$ cat src/rtl/counter_scheduler.sv
// -----------------------------------------------------------------------------
// counter_scheduler
//
// Round-robin scheduler that time-shares a single interval counter among
// NUM_REQ requesters. One requester at a time is granted; its latched interval
// length is counted out (advancing only while en is high), its done line is
// pulsed for one cycle, and the block returns to IDLE to re-arbitrate.
//
// Ports:
//   clk        in   1                    rising-edge clock
//   rst        in   1                    asynchronous active-low reset
//   en         in   1                    global count enable
//   req        in   NUM_REQ              per-requester request level
//   len        in   NUM_REQ*COUNT_WIDTH  per-requester interval length
//   gnt        out  NUM_REQ              one-hot grant (registered)
//   done       out  NUM_REQ              one-cycle completion pulse (registered)
//   busy       out  1                    high in RUN or DONE (registered)
//   active_id  out  ID_WIDTH             granted requester index, 0 when idle
//   count      out  COUNT_WIDTH          current shared count
// -----------------------------------------------------------------------------
module counter_scheduler #(
  parameter int NUM_REQ = 4,
  parameter int COUNT_WIDTH = 8,
  localparam int ID_WIDTH = $clog2(NUM_REQ)
) (
  input  logic                           clk,
  input  logic                           rst,
  input  logic                           en,
  input  logic [NUM_REQ-1:0]             req,
  input  logic [NUM_REQ*COUNT_WIDTH-1:0] len,
  output logic [NUM_REQ-1:0]             gnt,
  output logic [NUM_REQ-1:0]             done,
  output logic                           busy,
  output logic [ID_WIDTH-1:0]            active_id,
  output logic [COUNT_WIDTH-1:0]         count
);

  typedef enum logic [1:0] {
    ST_IDLE = 2'd0,
    ST_RUN  = 2'd1,
    ST_DONE = 2'd2
  } state_t;

  localparam logic [COUNT_WIDTH-1:0] CNT_ZERO = {COUNT_WIDTH{1'b0}};
  localparam logic [COUNT_WIDTH-1:0] CNT_ONE  = {{(COUNT_WIDTH-1){1'b0}}, 1'b1};
  localparam logic [NUM_REQ-1:0]     REQ_ZERO = {NUM_REQ{1'b0}};
  localparam logic [NUM_REQ-1:0]     REQ_ONE  = {{(NUM_REQ-1){1'b0}}, 1'b1};
  localparam logic [ID_WIDTH-1:0]    ID_ZERO  = {ID_WIDTH{1'b0}};
  // Pointing at the last requester makes requester 0 the first one searched.
  localparam logic [ID_WIDTH-1:0]    ID_LAST  = ID_WIDTH'(NUM_REQ - 1);

  state_t                 state_r;
  logic [NUM_REQ-1:0]     gnt_r;
  logic [NUM_REQ-1:0]     done_r;
  logic                   busy_r;
  logic [ID_WIDTH-1:0]    active_id_r;
  logic [COUNT_WIDTH-1:0] count_r;
  logic [COUNT_WIDTH-1:0] target_r;
  logic [ID_WIDTH-1:0]    rr_ptr_r;

  logic                   found_s;
  logic [ID_WIDTH-1:0]    win_s;
  logic [ID_WIDTH-1:0]    idx_s;
  logic [COUNT_WIDTH-1:0] len_win_s;
  logic [NUM_REQ-1:0]     win_onehot_s;
  logic                   req_active_s;

  // Round-robin search: first requesting index after rr_ptr, wrapping modulo NUM_REQ.
  always_comb begin
    found_s = 1'b0;
    win_s   = ID_ZERO;
    idx_s   = ID_ZERO;
    for (int k = 1; k <= NUM_REQ; k++) begin
      idx_s = ID_WIDTH'((int'(rr_ptr_r) + k) % NUM_REQ);
      if (!found_s && req[idx_s]) begin
        found_s = 1'b1;
        win_s   = idx_s;
      end else begin
        found_s = found_s;
      end
    end
  end

  // Length of the arbitration winner and level of the granted requester's req.
  always_comb begin
    len_win_s    = CNT_ZERO;
    req_active_s = 1'b0;
    for (int i = 0; i < NUM_REQ; i++) begin
      if (win_s == ID_WIDTH'(i)) begin
        len_win_s = len[i*COUNT_WIDTH +: COUNT_WIDTH];
      end else begin
        len_win_s = len_win_s;
      end
      if (active_id_r == ID_WIDTH'(i)) begin
        req_active_s = req[i];
      end else begin
        req_active_s = req_active_s;
      end
    end
    win_onehot_s = REQ_ONE << win_s;
  end

  // Scheduler state machine with all outputs registered.
  always_ff @(posedge clk or negedge rst) begin
    if (!rst) begin
      state_r     <= ST_IDLE;
      gnt_r       <= REQ_ZERO;
      done_r      <= REQ_ZERO;
      busy_r      <= 1'b0;
      active_id_r <= ID_ZERO;
      count_r     <= CNT_ZERO;
      target_r    <= CNT_ZERO;
      rr_ptr_r    <= ID_LAST;
    end else begin
      case (state_r)
        ST_IDLE: begin
          if (found_s) begin
            gnt_r       <= win_onehot_s;
            active_id_r <= win_s;
            rr_ptr_r    <= win_s;
            target_r    <= len_win_s;
            count_r     <= CNT_ZERO;
            busy_r      <= 1'b1;
            // A zero-length interval completes on the grant edge itself.
            if (len_win_s == CNT_ZERO) begin
              state_r <= ST_DONE;
              done_r  <= win_onehot_s;
            end else begin
              state_r <= ST_RUN;
              done_r  <= REQ_ZERO;
            end
          end else begin
            state_r     <= ST_IDLE;
            gnt_r       <= REQ_ZERO;
            done_r      <= REQ_ZERO;
            busy_r      <= 1'b0;
            active_id_r <= ID_ZERO;
            count_r     <= CNT_ZERO;
          end
        end
        ST_RUN: begin
          // Abort takes priority over counting; no done is pulsed.
          if (!req_active_s) begin
            state_r     <= ST_IDLE;
            gnt_r       <= REQ_ZERO;
            done_r      <= REQ_ZERO;
            busy_r      <= 1'b0;
            active_id_r <= ID_ZERO;
            count_r     <= CNT_ZERO;
          end else if (en && (count_r == (target_r - CNT_ONE))) begin
            state_r <= ST_DONE;
            count_r <= target_r;
            done_r  <= gnt_r;
          end else if (en) begin
            count_r <= count_r + CNT_ONE;
          end else begin
            count_r <= count_r;
          end
        end
        ST_DONE: begin
          state_r     <= ST_IDLE;
          gnt_r       <= REQ_ZERO;
          done_r      <= REQ_ZERO;
          busy_r      <= 1'b0;
          active_id_r <= ID_ZERO;
          count_r     <= CNT_ZERO;
        end
        default: begin
          state_r     <= ST_IDLE;
          gnt_r       <= REQ_ZERO;
          done_r      <= REQ_ZERO;
          busy_r      <= 1'b0;
          active_id_r <= ID_ZERO;
          count_r     <= CNT_ZERO;
          target_r    <= CNT_ZERO;
          rr_ptr_r    <= ID_LAST;
        end
      endcase
    end
  end

  assign gnt       = gnt_r;
  assign done      = done_r;
  assign busy      = busy_r;
  assign active_id = active_id_r;
  assign count     = count_r;

endmodule

$ cat config.mk
export PLATFORM = sky130hd
export DESIGN_NAME = counter_scheduler
export DESIGN_NICKNAME = d
export VERILOG_FILES = /design/src/rtl/counter_scheduler.sv
export SDC_FILE = /design/constraint.sdc
export NUM_CORES = 1
export LEC_CHECK = 0
export CORE_AREA = 2 2 70 72
export CTS_CLUSTER_DIAMETER = 120
export DETAILED_ROUTE_END_ITERATION = 12
export DIE_AREA = 0 0 72 74
export PLACE_DENSITY = 0.83
export SYNTH_ARGS = -nofsm -noshare
export SYNTH_HDL_FRONTEND = slang
export SYNTH_SLANG_ARGS = --single-unit
export TNS_END_PERCENT = 1
$ cat constraint.sdc
create_clock -name clk -period 2.68 [get_ports clk]
set_input_delay 0.804 -clock clk [delete_from_list [all_inputs] [get_ports clk]]
set_output_delay 0.804 -clock clk [all_outputs]
set_load 0.005 [all_outputs]
# Word level (Yosys, flattened, before mapping)
# Index checks and enable logic that the tools add are counted.
[op_classes] n_addsub=6 order_cmp=4 eq_ne=13 shift=1 n_mux=51 bitwise=1 n_reduce_logical=13
[op_table] operator="$mux W8" count=9
[op_table] operator="$mux W4" count=6
[op_table] operator="$mux W2" count=11
[op_table] operator="$pmux W4 S2" count=2
[op_table] operator="$pmux W8 S2" count=1
[op_table] operator="$mux W1" count=14
[op_table] operator="$lt A2 B3 Y1 const B" count=4
[op_table] operator="$pmux W2 S2" count=3
[op_table] operator="$eq A2 B2 Y1 const B" count=5
[op_table] operator="$add A8 B1 Y8 const B" count=1
[op_table] operator="$bmux W1 S2" count=4
[op_table] operator="$eq A8 B8 Y1" count=1
[op_table] operator="$logic_not A8 Y1" count=1
[op_table] operator="$sub A8 B1 Y8 const B" count=1
[op_table] operator="$eq A2 B1 Y1 const B" count=3
[op_table] operator="$logic_not A2 Y1" count=3
[op_table] operator="$add A2 B1 Y2 const B" count=2
[op_table] operator="$add A2 B2 Y2 const B" count=2
[op_table] operator="$logic_and A1 B1 Y1" count=4
[op_table] operator="$ne A2 B2 Y1 const B" count=2
[op_table] operator="$ne A4 B4 Y1 const B" count=1
[op_table] operator="$shl A1 B2 Y4 const A" count=1
[op_table] operator="$logic_not A1 Y1" count=3
[op_table] operator="$ne A3 B3 Y1 const B" count=1
[op_table] operator="4 further kinds" count=4
[word_totals] ff_bits=31 in_bits=39 out_inout_bits=19 elab_cells=97

# Logic depth before layout (Yosys ltp)
# Gate-level depths: netlist of run 1.
[logic_depth] depth_word=22 ltp_mapped=11 depth_no_buf=9

# Worst setup path before layout of run 1
# OpenSTA, ideal clock, no wires.
[synth_timing] kind="input to register" startpoint="input port req[3]" endpoint="register done_r[2], in the netlist done[2]" setup_time_ns=0.083 t_arrival_ns=2.576 required_ns=2.597 slack_ns=0.020 cell_stages=9 n_path_buf=2 cell_sequence="and3b_1 -> o32a_1 -> buf_2 -> buf_2 -> mux2i_1 -> mux2i_1 -> nor4_1 -> o211ai_1 -> o22ai_1"
[synth_between] elab_chain_cells=21 elab_cells_between_ends=38 classes_between="eq/ne (4); shift (1); mux (25); reduce/logical (8)"
[synth_lines] element="start, declared" line="29" text="input logic [NUM_REQ-1:0] req,"
[synth_lines] element="$bmux W1 S2" line="75" text="if (!found_s && req[idx_s]) begin"
[synth_lines] element="$mux W1 (not written as such)" line="75"
[synth_lines] element="$mux W1" line="75"
[synth_lines] element="$logic_not A1 Y1" line="75"
[synth_lines] element="$logic_and A1 B1 Y1" line="75"
[synth_lines] element="$mux W1" line="75"
[synth_lines] element="$logic_not A1 Y1" line="75"
[synth_lines] element="$logic_and A1 B1 Y1" line="75"
[synth_lines] element="[2 not listed]"
[synth_lines] element="$logic_and A1 B1 Y1" line="75"
[synth_lines] element="$mux W2" line="75"
[synth_lines] element="$logic_not A2 Y1" line="89" text="if (win_s == ID_WIDTH'(i)) begin"
[synth_lines] element="$mux W8 (4 in series)" line="89"
[synth_lines] element="$logic_not A8 Y1" line="125" text="if (len_win_s == CNT_ZERO) begin"
[synth_lines] element="$mux W4" line="125"
[synth_lines] element="$mux W4" line="117" text="if (found_s) begin"
[synth_lines] element="$pmux W4 S2" line="115" text="case (state_r)"
[synth_lines] element="end signal, assigned" line="127" text="done_r <= win_onehot_s;"
[synth_lines] element="end signal, assigned" line="153" text="done_r <= gnt_r;"
[synth_lines] element="end, declared" line="54" text="logic [NUM_REQ-1:0] done_r;"
# Parallel ways exist; a longest one is shown, timed or not. The select of a mux whose other input is x is not followed.
# A chain may end at the register's enable or synchronous reset.

# Worst setup path in the final report of run 1
# Same ends and word-level chain as after synthesis.

==> flow_summary_export.csv, run 1 <==
group,metric,value,unit
setup_path,crit_type,"in -> reg",
timing,setup_tns,0,ns
global_routing,antenna_found_initial,0,
timing,tightest_slew,0.6028,ns
route,drt_iter0_markers,162,
setup_path,crit_fanout,7,
timing,clock_skew,0.003554,ns
route,dr.pass1.iters,4,
logic_synthesis,synth_edf_count,0,
placement,io_buffers,57,
clock_network,clk-insertion-delay-late,0.28,ns
timing,relSlewSlack,59.66,%
setup_path,cp-start-kind,"input pin",
floorplanning,die_h,74,um
timing,hold_violations,0,
layout,nets,367,
clock_network,h-tree-depth,2,
layout,multi_input_area,1334,um^2
floorplanning,core-area,4598,um^2
global_routing,overflow,0,
logic_synthesis,syn_inst,237,
logic_synthesis,syn_area_per_cell,9.059,um^2
clock_network,hold_buffers,0,
setup_path,required,2.88,ns
hold_path,min_from,"busy$_DFFE_PN0P_",
power,finalPower,2.748,mW
layout,drive_gt1_share,20.00,%
setup_path,timing.rr.start,"rr_ptr_r[0]$_DFFE_PN1P_",
timing,drv_slew,0,
global_routing,grt_use_total,22.21,%
floorplanning,initial_core_util,46.69,%
timing,fmax,385.5,MHz
clock_network,numCtsBuffers,5,
clock_network,clock-sinks,31,
status,outcome,"finished, final reports clean",
placement,routabilityCongestion,0.8163,
setup_path,end_kind,"flip-flop",
floorplanning,boundaryPins,58,
layout,fillCellCount,359,
layout,fin_util,69.66,%
global_routing,first_global_vias,2106,
setup_path,rr_worst_depth,9,
clock_network,root_buffer,"clkbuf_8",
power,max-vdd-ir-drop,391.6,uV
placement,place_ws,-0.5409,ns
timing,worst_slack,0.08581,ns
route,ant_nets,0,
timing,min_period_over_period,96.80,%
setup_path,r2r_end,"done[2]$_DFFE_PN0P_",
timing,setup_viol,0,
logic_synthesis,ys_types,45,
logic_synthesis,synthesis.area,2147,um^2
hold_path,whs_endpoint,"busy$_DFFE_PN0P_",
logic_synthesis,ys.flop_type,"dfrtp_1",
floorplanning,rows,25,
logic_synthesis,synth.net_count,280,
route,vias,2161,
flow_run,maxCapViolCount,0,
placement,dp_hpwl,3984,um
timing,holdWs,0.4987,ns
global_routing,grt_pass1_wl,9480,um
logic_synthesis,synth-seq-cells,31,
clock_network,clk_path_buf_depth,2,
route,routed_wl,5636,um
clock_network,clk_pin_slew,0.06,ns
logic_synthesis,yosysSeqAreaShare,36.25,%
layout,syn_to_final_growth,49.18,%
global_routing,grt_max_degree,32,
clock_network,cts_tree,"built",
layout,seqCellArea,778.2,um^2
layout,antenna_cells,0,
setup_path,ff2ff_setup_slack,0.09,ns
timing,fin_crit,2.594,ns
power,p_leak,1.349,nW
route,via_per_inst,5.702,
setup_path,cp.arrival,2.80,ns
floorplanning,die-area,5328,um^2
route,routedWlPerCell,14.87,um
power,p_per_area,857.8,nW/um^2
logic_synthesis,async_flop_share,100.0,%
floorplanning,fp.dieW,72,um
hold_path,worstHoldPathCells,2,
hold_path,hold_class,"reg -> reg",
logic_synthesis,ys_warn_count,0,
route,drc,0,
power breakdown:
group / switching (mW) / total, mW / internal, mW / leakage [nW]
Combinational: 0.708 / 1.53 / 0.822 / 0.878
Clock: 0.173 / 0.473 / 0.300 / 0.0612
Sequential: 0.142 / 0.744 / 0.602 / 0.409
Total: 1.02 / 2.75 / 1.72 / 1.35
through the flow:
step                      cells  area (um^2)
final                       379         3203
after global routing        379         3203
after floorplan             237         2147
after CTS                   378         3167
after global placement      360         2937
after detailed placement    360         2937
cell usage in the layout, fill, tap and decap left out, types with 5 or more instances in the layout:
master | netlist | layout
buf_4 | 0 | 36
a21oi_1 | 9 | 7
a2bb2oi_1 | 6 | 6
inv_1 | 6 | 6
nand3_1 | 9 | 9
nor2b_1 | 7 | 7
nor2_1 | 12 | 11
dfrtp_1 | 29 | 29
a22o_1 | 6 | 6
xnor2_1 | 5 | 5
o21ai_0 | 12 | 12
a31oi_1 | 6 | 6
mux2i_1 | 31 | 30
clkdlybuf4s50_1 | 0 | 53
nand2_1 | 27 | 27
xor2_1 | 6 | 5
clkbuf_8 | 0 | 6
how the worst max path moves through the flow:
stage / startpoint / endpoint
3_5_place_dp: req[3] / done[2]$_DFFE_PN0P_
2_1_floorplan: req[3] / done[2]$_DFFE_PN0P_
5_1_grt: rr_ptr_r[0]$_DFFE_PN1P_ / done[2]$_DFFE_PN0P_
3_3_place_gp: req[3] / done[2]$_DFFE_PN0P_
6_report: req[3] / done[2]$_DFFE_PN0P_
4_1_cts: req[3] / done[2]$_DFFE_PN0P_
cell families (layout without fill, tap and decap cells):
kind of cell	count (synthesis)	count (layout)	synth area share [%]
simple gates	78	78	18.47
xor+xnor	11	11	4.487
fa+ha+maj	4	4	2.331
mux	32	32	14.98
flops	31	31	36.25
compound gates	59	59	19.11
buf+inv	22	110	4.370
synth_stat cells, types with 2 or more instances:
library cell | instances | area share (%)
o21ai_0 | 12 | 2.8
o31ai_1 | 2 | 0.70
nand2_1 | 27 | 4.7
o211ai_1 | 2 | 0.70
nor4_1 | 6 | 1.7
a21oi_1 | 9 | 2.1
nor2b_1 | 7 | 2.0
ha_1 | 4 | 2.3
nor2_1 | 12 | 2.1
buf_2 | 3 | 0.70
o22ai_1 | 4 | 1.2
inv_1 | 6 | 1.0
xor2_1 | 6 | 2.4
mux2i_1 | 31 | 14
or4_1 | 4 | 1.4
dfrtp_1 | 29 | 34
a32o_1 | 2 | 0.93
dfstp_2 | 2 | 2.4
nand3_1 | 9 | 2.1
xnor2_1 | 5 | 2.0
a22o_1 | 6 | 2.4
nand2b_1 | 4 | 1.2
a31oi_1 | 6 | 1.7
clkbuf_1 | 12 | 2.1
nand3b_1 | 2 | 0.70
a2bb2oi_1 | 6 | 2.4
final cells by class:
class,instances,area share [%]
clock buffers,6,2.578
clock inverters,2,1.094
well taps,54,2.109
flip-flops and latches,31,24.30
repair buffers,96,27.58
inverters,6,0.7031
multi-input cells,184,41.64
state kept, by name, indices dropped and copies added (netlist names):
| signal | count |
|---|---|
| active_id | 2 |
| busy | 1 |
| count | 8 |
| done | 4 |
| gnt | 4 |
| rr_ptr_r | 2 |
| state_r | 2 |
| target_r | 8 |
what timing repair did:
| item | 4_1_cts | 5_1_grt |
|---|---|---|
| hold endpoints to repair | 0 | 0 |
| cloned | 2 | 0 |
| setup endpoints to repair | 6 | 11 |
| gates resized for setup | 11 | 15 |
| pin swaps | 7 | 3 |
| setup buffers | 8 | 2 |
routing by layer:
| layer | wire [um] | global-route usage, % | vias to the layer above |
|---|---|---|---|
| met5 | 0 | 0 | - |
| met4 | 109 | 7.128 | 0 |
| met3 | 302 | 4.065 | 12 |
| met2 | 2770 | 38.79 | 80 |
| met1 | 2453 | 28.11 | 1021 |
| li1 | - | - | 1048 |
worst max-delay path, cell delays in order:
cell and delay, ns:
clkbuf_2 0.09, and3b_1 0.15, o32a_1 0.38, buf_6 0.15, buf_16 0.13, mux2i_1 0.14, mux2i_1 0.12, nor4_2 0.37
o211ai_1 0.25, o22ai_1 0.21
No activity file was read; power rests on OpenSTA's default activity.
==> run 2, diff against run 1 <==
--- a/config.mk
+++ b/config.mk
@@ -10,5 +10,5 @@
 export DETAILED_ROUTE_END_ITERATION = 12
 export DIE_AREA = 0 0 72 74
-export PLACE_DENSITY = 0.83
+export PLACE_DENSITY = 0.75
 export SYNTH_ARGS = -nofsm -noshare
 export SYNTH_HDL_FRONTEND = slang
==> constraint.sdc (replaced) <==
create_clock -name clk -period 2.68 [get_ports clk]
set_input_delay 0.536 -clock clk [delete_from_list [all_inputs] [get_ports clk]]
set_output_delay 0.536 -clock clk [all_outputs]
set_load 0.005 [all_outputs]
==> run 2 against run 1 <==
Effect of this change:
- cell count is 2.4% lower
- register-to-register slack improved by 0.14 ns
- routed wire length fell by 9.7%
- critical path depth is 1 higher
- fmax is 0.83% lower
- clock skew rose by 0.0019 ns
- global-route usage is 2.0 points lower
- clock-buffer cell count grew 1
- cell area fell by 3.9%
- sequential cell count stayed put
- die area unchanged
- setup slack got worse by 0.022 ns
- largest cell class unchanged
- highest routed layer unchanged
==> flow_summary_export.csv, run 2 (synthesis results as in run 1) <==
group,metric,value,unit
status,outcome,"finished, final reports clean",
setup_path,crit_top_cell,"buf_4",
power,p_clk_share,16.5,%
setup_path,slowest_delay,0.47,ns
clock_network,clock-sinks,31,
power,seqPwrFrac,29.6,%
setup_path,cp.arrival,2.83,ns
layout,fin_util,66.94,%
setup_path,timing.rr.start,"count[7]$_DFFE_PN0P_",
floorplanning,rows,25,
clock_network,root_buffer,"clkbuf_8",
placement,dp_hpwl,3956,um
power,max-vdd-ir-drop,380.7,uV
timing,hold_violations,0,
route,via_per_inst,5.473,
setup_path,r2r_end,"count[3]$_DFFE_PN0P_",
route,drc,0,
hold_path,worstHoldPathCells,2,
timing,tightest_slew,0.6109,ns
placement,io_buffers,57,
hold_path,min_from,"busy$_DFFE_PN0P_",
timing,clock_skew,0.005498,ns
floorplanning,core-area,4598,um^2
timing,fin_crit,2.616,ns
clock_network,hold_buffers,0,
clock_network,clk_path_buf_depth,2,
global_routing,grt_max_degree,32,
route,m1WireLength,2344,um
power,p_leak,1.295,nW
global_routing,overflow,0,
setup_path,crit_type,"in -> reg",
route,vias,2025,
placement,routabilityCongestion,0.7885,
floorplanning,fp.dieW,72,um
setup_path,ff2ff_setup_slack,0.23,ns
floorplanning,boundaryPins,58,
hold_path,hold_class,"reg -> reg",
route,dr_wl_met3,235,um
power,comb_power_share,53.9,%
setup_path,crit_fanout,6,
floorplanning,initial_core_util,46.69,%
setup_path,crit_path_top_delay_cell,"clkdlybuf4s50_1",
layout,syn_to_final_growth,43.36,%
floorplanning,die-area,5328,um^2
clock_network,cts_tree,"built",
setup_path,rr_worst_depth,7,
clock_network,h-tree-depth,2,
clock_network,numCtsBuffers,5,
layout,final_cells,370,
global_routing,antenna_found_initial,0,
power,p_int,1.556,mW
timing,drv_slew,0,
flow_run,maxCapViolCount,0,
setup_path,crit_chain,"clkdlybuf4s50_1, buf_4, nor2b_4, a21oi_1, o221ai_1, buf_4, clkbuf_4, mux2i_1, nor4_2, o211ai_1, o22ai_1",
route,ant_nets,0,
layout,nets,358,
clock_network,clk-insertion-delay-late,0.28,ns
layout,most-common-layout-cells,"56 x clkdlybuf4s50_1, 31 x mux2i_1, 29 x dfrtp_1",
setup_path,cp-start-kind,"input pin",
power,p_switching,958.0,uW
power,p_per_area,816.7,nW/um^2
clock_network,clk_pin_slew,0.07,ns
hold_path,whs_endpoint,"busy$_DFFE_PN0P_",
route,routedWlPerCell,13.76,um
route,met2_length,2433,um
layout,drive_gt1_share,14.56,%
timing,min_period_over_period,97.61,%
route,routed_wl,5091,um
layout,antenna_cells,0,
route,drt_iter0_markers,146,
timing,fmax,382.3,MHz
timing,relSlewSlack,59.12,%
setup_path,end_kind,"flip-flop",
placement,dp_cells,356,
timing,setup_viol,0,
setup_path,crit_buf_inv,4,
global_routing,grt_use_total,20.26,%
setup_path,required,2.89,ns
layout,mostFrequentLayoutCell,"clkdlybuf4s50_1",
route,dr.pass1.iters,4,
global_routing,first_global_vias,1856,
route,top_layer,"met4",
global_routing,grt_pass1_wl,8542,um
setup_path,path_delay_family,"buffers and inverters",
power,switching_share,38.11,%
floorplanning,die_h,74,um
run 2: changes by cell type in the layout (fill, tap and decap cells not counted), moves of 2 or more:
| cell | delta |
|---|---|
| buf_4 | -8 |
| a21oi_2 | -2 |
| a21oi_1 | +2 |
| clkbuf_2 | -3 |
| clkdlybuf4s50_1 | +3 |
run 2: cell type report:
| cell class | instances | area (um^2) |
|---|---|---|
| fillers | 378 | 1520 |
| clock buffers | 7 | 96.34 |
| inverters | 6 | 22.52 |
| flip-flops and latches | 31 | 778.2 |
| well taps | 54 | 67.56 |
| repair buffers | 87 | 810.8 |
| clock inverters | 1 | 7.507 |
| multi-input cells | 184 | 1295 |
run 2: power by group through the flow:
stage / combinational (mW) / clock [mW] / sequential [mW]
after floorplan: 0.854 / 0 / 0.707
after global placement: 1.28 / 0 / 0.745
after detailed placement: 1.30 / 0 / 0.751
after CTS: 1.31 / 0.418 / 0.742
after global routing: 1.50 / 0.440 / 0.764
final: 1.36 / 0.414 / 0.744
run 2: worst max-delay path by stage:
stage,from,to,slack [ns],cells after the start
2_1_floorplan,rr_ptr_r[1]$_DFFE_PN1P_,done[2]$_DFFE_PN0P_,0.21,10
3_3_place_gp,req[3],done[2]$_DFFE_PN0P_,-0.14,9
3_5_place_dp,req[3],done[3]$_DFFE_PN0P_,-0.31,9
4_1_cts,req[3],done[2]$_DFFE_PN0P_,0.04,9
5_1_grt,req[3],done[3]$_DFFE_PN0P_,-0.11,11
6_report,req[3],done[2]$_DFFE_PN0P_,0.06,11
run 2: routing by layer:
metal	track usage (%)	vias to the layer above
met5	0	-
met4	6.709	0
met3	3.794	8
met2	34.67	58
met1	26.09	922
li1	-	1037
run 2: per-stage QoR:
stage	power, mW	TNS, ns	setup slack [ns]	hold slack, ns	area [um^2]
floorplan	1.561	0	0.2146	0.2404	2147
global placement	2.029	-0.6295	-0.1390	0.4652	2907
detailed placement	2.055	-1.662	-0.3147	0.4800	2907
CTS	2.472	0	0.04250	0.4961	3017
global route	2.704	-0.3864	-0.1068	0.5296	3078
finish	2.514	0	0.06410	0.4865	3078
run 2: worst register-to-register path: stages, from the launching register on:
cell,delay (ns)
dfrtp_1,0.43
xor2_1,0.32
xnor2_1,0.10
a32o_1,0.26
a221o_1,0.36
and3_4,0.25
or4_1,0.47
a31oi_1,0.18
run 2: timing repair:
action / 4_1_cts / 5_1_grt
endpoints found under the hold margin: 0 / 0
pin swaps: 0 / 5
buffers inserted: 0 / 6
endpoints found under the setup margin: 2 / 6
gates resized for setup: 1 / 5
